File: src/rtl/nov2ph_monitor.sv
// nov2ph_monitor: oversampling checker for a non-overlapping two-phase clock
// pair. Synchronizes ph1/ph2, tracks phase order, measures both gaps and
// rebuilds a single-phase clock.
//
// state | meaning
// ------+------------------------------------------------------------
// SYNC  | waiting for both phases low before trusting the order
// IDLE  | both low after sync, no phase seen yet
// PH1   | ph1 high
// GAP12 | ph1 fell, waiting for ph2 (gap counter running)
// PH2   | ph2 high
// GAP21 | ph2 fell, waiting for ph1 (gap counter running)
module nov2ph_monitor #(
  parameter int CNT_W       = 8,
  parameter int MIN_NOV     = 2,
  parameter int SYNC_STAGES = 2
) (
  input  logic             clk,
  input  logic             rst,
  input  logic             ph1,
  input  logic             ph2,
  input  logic             err_clr,
  output logic             clk_rec,
  output logic [CNT_W-1:0] gap12,
  output logic [CNT_W-1:0] gap21,
  output logic             meas_valid,
  output logic             overlap_err,
  output logic             nov_err,
  output logic             seq_err
);

  typedef enum logic [2:0] {
    S_SYNC, S_IDLE, S_PH1, S_GAP12, S_PH2, S_GAP21
  } state_t;

  localparam logic [CNT_W-1:0] CNT_MAX = '1;
  localparam logic [CNT_W-1:0] CNT_ONE = CNT_W'(1);
  localparam logic [CNT_W-1:0] MIN_GAP = CNT_W'(MIN_NOV);

  state_t                 state_q, state_d;
  logic [SYNC_STAGES-1:0] ph1_sync_q, ph1_sync_d;
  logic [SYNC_STAGES-1:0] ph2_sync_q, ph2_sync_d;
  logic [CNT_W-1:0]       cnt_q, cnt_d;
  logic [CNT_W-1:0]       gap12_q, gap12_d;
  logic [CNT_W-1:0]       gap21_q, gap21_d;
  logic                   half_q, half_d;
  logic                   clk_rec_q, clk_rec_d;
  logic                   meas_valid_q, meas_valid_d;
  logic                   overlap_err_q, overlap_err_d;
  logic                   nov_err_q, nov_err_d;
  logic                   seq_err_q, seq_err_d;
  logic                   ph1_s, ph2_s;
  logic                   ovl_set, nov_set, seq_set;

  assign ph1_s = ph1_sync_q[SYNC_STAGES-1];
  assign ph2_s = ph2_sync_q[SYNC_STAGES-1];

  // Shift the raw phases through the synchronizer chains.
  always_comb begin
    ph1_sync_d = {ph1_sync_q[SYNC_STAGES-2:0], ph1};
    ph2_sync_d = {ph2_sync_q[SYNC_STAGES-2:0], ph2};
  end

  // Phase-order tracking, gap measurement and error detection.
  always_comb begin
    state_d      = state_q;
    cnt_d        = cnt_q;
    half_d       = half_q;
    clk_rec_d    = clk_rec_q;
    gap12_d      = gap12_q;
    gap21_d      = gap21_q;
    meas_valid_d = 1'b0;
    ovl_set      = 1'b0;
    nov_set      = 1'b0;
    seq_set      = 1'b0;
    case (state_q)
      S_SYNC: begin
        if (!ph1_s && !ph2_s) state_d = S_IDLE;
      end
      S_IDLE: begin
        if (ph1_s && ph2_s) begin
          ovl_set = 1'b1;
          state_d = S_SYNC;
        end else if (ph1_s) begin
          state_d = S_PH1;
        end else if (ph2_s) begin
          state_d = S_PH2;
        end
      end
      S_PH1: begin
        if (ph2_s) begin
          ovl_set = 1'b1;
          state_d = S_SYNC;
        end else if (!ph1_s) begin
          state_d   = S_GAP12;
          cnt_d     = CNT_ONE;
          clk_rec_d = 1'b0;
        end
      end
      S_GAP12: begin
        if (ph1_s && ph2_s) begin
          ovl_set = 1'b1;
          state_d = S_SYNC;
        end else if (ph2_s) begin
          gap12_d = cnt_q;
          nov_set = (cnt_q < MIN_GAP);
          half_d  = 1'b1;
          state_d = S_PH2;
        end else if (ph1_s) begin
          seq_set = 1'b1;
          half_d  = 1'b0;
          state_d = S_PH1;
        end else if (cnt_q != CNT_MAX) begin
          cnt_d = cnt_q + CNT_ONE;
        end
      end
      S_PH2: begin
        if (ph1_s) begin
          ovl_set = 1'b1;
          state_d = S_SYNC;
        end else if (!ph2_s) begin
          state_d   = S_GAP21;
          cnt_d     = CNT_ONE;
          clk_rec_d = 1'b1;
        end
      end
      S_GAP21: begin
        if (ph1_s && ph2_s) begin
          ovl_set = 1'b1;
          state_d = S_SYNC;
        end else if (ph1_s) begin
          gap21_d      = cnt_q;
          nov_set      = (cnt_q < MIN_GAP);
          meas_valid_d = half_q;
          half_d       = 1'b0;
          state_d      = S_PH1;
        end else if (ph2_s) begin
          seq_set = 1'b1;
          half_d  = 1'b0;
          state_d = S_PH2;
        end else if (cnt_q != CNT_MAX) begin
          cnt_d = cnt_q + CNT_ONE;
        end
      end
      default: state_d = S_SYNC;
    endcase
    // A resync throws away any half-finished measurement.
    if (state_d == S_SYNC) half_d = 1'b0;
    // Sticky flags: a new error in the clear cycle wins over the clear.
    overlap_err_d = (overlap_err_q & ~err_clr) | ovl_set;
    nov_err_d     = (nov_err_q & ~err_clr) | nov_set;
    seq_err_d     = (seq_err_q & ~err_clr) | seq_set;
  end

  // State, measurement and output registers with synchronous reset.
  always_ff @(posedge clk) begin
    if (rst) begin
      state_q       <= S_SYNC;
      ph1_sync_q    <= '0;
      ph2_sync_q    <= '0;
      cnt_q         <= '0;
      half_q        <= 1'b0;
      clk_rec_q     <= 1'b0;
      gap12_q       <= '0;
      gap21_q       <= '0;
      meas_valid_q  <= 1'b0;
      overlap_err_q <= 1'b0;
      nov_err_q     <= 1'b0;
      seq_err_q     <= 1'b0;
    end else begin
      state_q       <= state_d;
      ph1_sync_q    <= ph1_sync_d;
      ph2_sync_q    <= ph2_sync_d;
      cnt_q         <= cnt_d;
      half_q        <= half_d;
      clk_rec_q     <= clk_rec_d;
      gap12_q       <= gap12_d;
      gap21_q       <= gap21_d;
      meas_valid_q  <= meas_valid_d;
      overlap_err_q <= overlap_err_d;
      nov_err_q     <= nov_err_d;
      seq_err_q     <= seq_err_d;
    end
  end

  assign clk_rec     = clk_rec_q;
  assign gap12       = gap12_q;
  assign gap21       = gap21_q;
  assign meas_valid  = meas_valid_q;
  assign overlap_err = overlap_err_q;
  assign nov_err     = nov_err_q;
  assign seq_err     = seq_err_q;

endmodule

File: config.mk
export PLATFORM = sky130hd
export DESIGN_NAME = nov2ph_monitor
export DESIGN_NICKNAME = d
export VERILOG_FILES = /design/src/rtl/nov2ph_monitor.sv
export SDC_FILE = /design/constraint.sdc
export NUM_CORES = 1
export LEC_CHECK = 0
export CAP_MARGIN = 15
export CORE_UTILIZATION = 55
export CTS_CLUSTER_DIAMETER = 80
export CTS_CLUSTER_SIZE = 30
export DETAILED_ROUTE_END_ITERATION = 8
export PLACE_DENSITY = 0.86
export SKIP_CTS_REPAIR_TIMING = 1
export SLEW_MARGIN = 20
export SYNTH_ARGS = -nofsm -noshare
export SYNTH_HDL_FRONTEND = slang
export SYNTH_SLANG_ARGS = --single-unit
File: constraint.sdc
create_clock -name clk -period 3.7 [get_ports clk]
set_input_delay 0.37 -clock clk [delete_from_list [all_inputs] [get_ports clk]]
set_output_delay 0.37 -clock clk [all_outputs]
set_load 0.03 [all_outputs]
======== Word level (Yosys, flattened, before mapping) ========
Cells that the tools add are included.
storage, ports and cells
  register bits after elaboration ......... 37
  input port bits ......................... 5
  output and inout bits ................... 21
  word-level logic and storage cells ...... 110
cells by class
  equal/unequal tests ..................... 18
  reductions and logical operators ........ 18
  mux-type cells .......................... 50
  magnitude comparators ................... 1
  $add $sub $neg .......................... 1
  bitwise logic cells ..................... 10
operators by type and width
  cell                   count
  $mux W8                11
  $mux W3                11
  $pmux W8 S4            1
  $mux W1                21
  $ne A2 B2 Y1 const B   10
  $pmux W3 S5            1
  $reduce_and A11 Y1     1
  $reduce_and A5 Y1      2
  $add A8 B1 Y8 const B  1
  $lt A8 B2 Y1 const B   1
  $ne A8 B8 Y1 const B   1
  $pmux W1 S2            4
  $eq A3 B2 Y1 const B   2
  $eq A3 B3 Y1 const B   2
  $logic_not A3 Y1       2
  $ne A3 B3 Y1 const B   2
  $reduce_and A3 Y1      2
  $not A1 Y1             4
  $reduce_bool A2 Y1     2
  $reduce_bool A4 Y1     1
  $reduce_or A2 Y1       2
  $reduce_or A4 Y1       1
  $and A1 B1 Y1          3
  $eq A3 B1 Y1 const B   1
  other kinds (5)        9

======== Longest topological paths before layout ========
  word-level depth ........................ 6
  gate-level depth with buffers ........... 6
  mapped depth without buffers ............ 5

======== Worst setup path after synthesis ========
Ideal clock, no wire load.
  kind .................................... flip-flop to flip-flop
  from .................................... register cnt_q[0]
  to ...................................... register cnt_q[5]
  setup slack ............................. 2.179 ns
  required time ........................... 3.574 ns
  arrival ................................. 1.395 ns
  stages on the path, launching flop included .. 6
  clock period less this slack ............ 1.521 ns
  setup time .............................. 0.126 ns
  path buffers ............................ 0
  path through ............................ dfxtp_1 > ha_1 > nand3_2 > o311a_4 > a41oi_1 > o22ai_1
on the way
  longest elaborated chain between the ends .. 6
  elaborated cells on any way between the ends .. 10
  those cells by class .................... add/sub (1); eq/ne (1); mux (8)
ends and longest elaborated chain
  what                                           line      source
  from (decl)                                    43        logic [CNT_W-1:0] cnt_q, cnt_d;
  from (signal assigned)                         174       cnt_q <= cnt_d;
  $add A8 B1 Y8 or $ne A8 B8 Y1 (tied branches)  --
  $mux W8 *                                      113, 141
  $mux W8 (on tied branches)                     137, 109
  $mux W8 (on tied branches)                     131, 104
  $mux W8 (on tied branches)                     128, 101
  $pmux W8 S4 *                                  76        case (state_q)
Every way passes the cells marked *; elsewhere a longest branch is shown, timed or not. The select of a mux whose other input is x is not followed.
A chain may end at the register's enable or synchronous reset.

======== Worst setup path after layout ========
  from .................................... register cnt_q[1]
  to ...................................... register cnt_q[2]
Same word-level chain as after synthesis.

==> summary.txt <==
Global route
  • Largest net degree at the start of global routing: 22
  • Initial antenna violation count: 0
  • Grt total ovfl: 0
  • Number of global-route vias before repair: 1321
  • First-pass GRT wire length: 6.12 mm
  • Tot GR Track Use: 0.241

Floorplan
  • Row count: 19
  • Die W: 58.1 um
  • Die H: 58.1 um
  • I/O pin count: 26
  • Initial Util: 0.602
  • Total core area: 2880 um^2
  • Die Area: 3380 um^2

Finish
  • Layout net count: 213
  • Fill cells: 218
  • Ant. Diodes: 0
  • Layout cells sized above 1: 0.0777
  • Area growth from synthesis to layout: 17.6%
  • Post-layout util: 0.708
  • Layout Cells excl Fill: 248

Clock network
  • Clock transition at path regs: 0.10 ns
  • Root Buffer Master: clkbuf_4
  • H-tree depth: 2
  • Clock buffer depth: 2
  • CTS tree: done
  • Worst-skew pair later-pin latency: 0.35 ns
  • Sinks on Clock Net: 37
  • Number of CTS-inserted buffers: 5

Setup path
  • Worst path required time: 3.96 ns
  • Crit Path Class: reg -> reg
  • CP startpoint kind: register
  • CP Capture Type: register
  • Max stage delay on crit path: 0.51 ns
  • CP top delay family: simple AND/OR/NAND/NOR gates
  • Worst Path Arrival: 2.09 ns
  • CP max stage cell: dfxtp_1
  • Crit-path max FO: 8
  • Worst Path Buf+Inv: 0
  • Worst-path cell chain: ha_1, nand3_2, nor4_2, o21ai_0, a31oi_1

Timing
  • RSZ-0062 raised after global routing: false
  • Hold Violations, Final: 0
  • Tmin final: 1.82 ns
  • Final worst slack: 1.88 ns
  • Setup total negative slack: 0 ns
  • Max-slew violation count: 0
  • Max-slew headroom: 0.554
  • Final Cycle Share: 0.492
  • Worst Tran Pin Value: 0.666 ns
  • Worst hold slack: 0.445 ns
  • Fmax: 549 MHz
  • Clock Skew: 0.0129 ns
  • Setup violators final: 0

Route
  • Post-route ant nets: 0
  • Post-DR wirelength/cell: 15.0 um
  • Drt via density: 5.83
  • First-pass DRT Iterations: 5
  • Detailed-route DRC error count: 0
  • Via Count: 1446
  • Initial DRC Count: 50
  • Final Routed Wirelength: 3.73 mm

Yosys
  • Share of the synthesized area in the top cell type: 0.428
  • Post-synth top cells: dfxtp_1 (37), nor2_1 (20), mux2i_1 (16)
  • Yosys cell types: 48
  • Mean Syn Cell Area: 9.26 um^2
  • Post-synth EDFFs: 0
  • Synth Warn #: 0
  • Top_reg_cell synth: dfxtp_1
  • Post-Syn Instances: 187
  • Count leader, synth: dfxtp_1
  • Dominant cell type by area after synthesis: dfxtp_1
  • Net count after synthesis: 194
  • Synth async-reset ratio: 0
  • Register area share after synthesis: 0.428
  • Mapped Area: 1730 um^2
  • Synthesis-stage register bit count: 37
  • Largest cells by area after synthesis: dfxtp_1 (43%), mux2i_1 (9.2%), nor2_1 (4.3%)

Pwr
  • Peak VDD IR: 0.299 mV
  • Pleak: 0.733 nW
  • Pwr Density: 353 nW/um^2

Min path
  • Hold Path Class: reg -> reg

Place
  • Setup slack after placement: 1.77 ns
  • Placed cells: 241
  • Global placement routability congestion: 0.862
  • Port buffer count: 25
  • HPWL after DPL: 2.54 mm

Run status
  • Outcome: completed

Run
  • Maxcap violations: 0
[cells in the final DEF, fill, tap and decap left out, drive strengths merged, types with 2 or more instances in the layout]
cell type / instances
a21oi: 12
nor3: 6
clkdlybuf4s50: 25
nor2b: 7
nand3: 5
mux2i: 16
a31oi: 3
nand2: 9
o21ai: 10
nor3b: 2
inv: 4
clkbuf: 5
nor2: 20
ha: 2
xnor2: 2
o21a: 3
o311a: 2
and3: 2
dfxtp: 37
nor4: 4
nand3b: 2
nand4b: 2
buf: 2
nand2b: 6
[power breakdown]
group	switching [mW]	internal (mW)
sequential	0.0103	0.403
combinational	0.0203	0.0181
clock	0.130	0.138
total	0.161	0.558
[final cells by class]
class | instances | area, um^2 | share of cell area
Timing Repair Buffer | 27 | 265 | 0.130
Tap cell | 42 | 52.6 | 0.0258
Multi-Input combinational cell | 131 | 890 | 0.437
Inverter | 4 | 15.0 | 0.00738
Sequential cell | 37 | 741 | 0.364
Clock buffer | 5 | 37.5 | 0.0184
Clock inverter | 2 | 35.0 | 0.0172
[worst reg2reg max path, delay by kind of cell, from the launching register on]
kind / cells / cell delay, ns
simple gates: 2 / 0.62
flops: 1 / 0.51
compound gates: 2 / 0.34
fa+ha+maj: 1 / 0.29
[metal layers]
metal,vias to the layer above,track usage,share of wire
li1,705,-,-
met1,682,0.310,0.45
met2,47,0.379,0.48
met3,12,0.0603,0.049
met4,0,0.116,0.018
met5,-,0,0
[kinds of logic (layout without fill, tap and decap cells)]
| group | after synthesis | in the layout | share of synthesized area |
|---|---|---|---|
| buffers and inverters | 19 | 38 | 0.0585 |
| AND/OR/NAND/NOR | 71 | 71 | 0.232 |
| AO/OA/AOI/OAI | 39 | 39 | 0.151 |
| flip-flops | 37 | 37 | 0.428 |
| multiplexers | 16 | 16 | 0.0925 |
| adder cells (fa/ha/maj) | 2 | 2 | 0.0144 |
| XOR/XNOR | 3 | 3 | 0.0238 |
[path summary, 6_finish.rpt]
| path | start | to | slack [ns] | cells past startpoint |
|---|---|---|---|---|
| setup / recovery | cnt_q[1]$_SDFFE_PP0P_ | cnt_q[2]$_SDFFE_PP0P_ | 1.88 | 5 |
| hold / removal | ph1_sync_q[0]$_SDFF_PP0_ | ph1_sync_q[1]$_SDFF_PP0_ | 0.45 | 1 |
| setup reg to reg | cnt_q[1]$_SDFFE_PP0P_ | cnt_q[2]$_SDFFE_PP0P_ | 1.88 | 5 |
| hold reg to reg | ph1_sync_q[0]$_SDFF_PP0_ | ph1_sync_q[1]$_SDFF_PP0_ | 0.45 | 1 |
[state kept, by name (all words and copies together) (netlist names), 2 cells and up]
| register | flops |
|---|---|
| cnt_q | 8 |
| state_q | 3 |
| ph1_sync_q | 2 |
| ph2_sync_q | 2 |
| gap12 | 8 |
| gap21 | 8 |
[stage by stage]
stage / power (mW) / cell area, um^2
3_5_place_dp: 0.459 / 1960
6_report: 0.719 / 2040
4_1_cts: 0.722 / 2040
3_3_place_gp: 0.458 / 1960
2_1_floorplan: 0.449 / 1730
5_1_grt: 0.749 / 2040
Note: power is estimated with default switching activity, not from simulation.
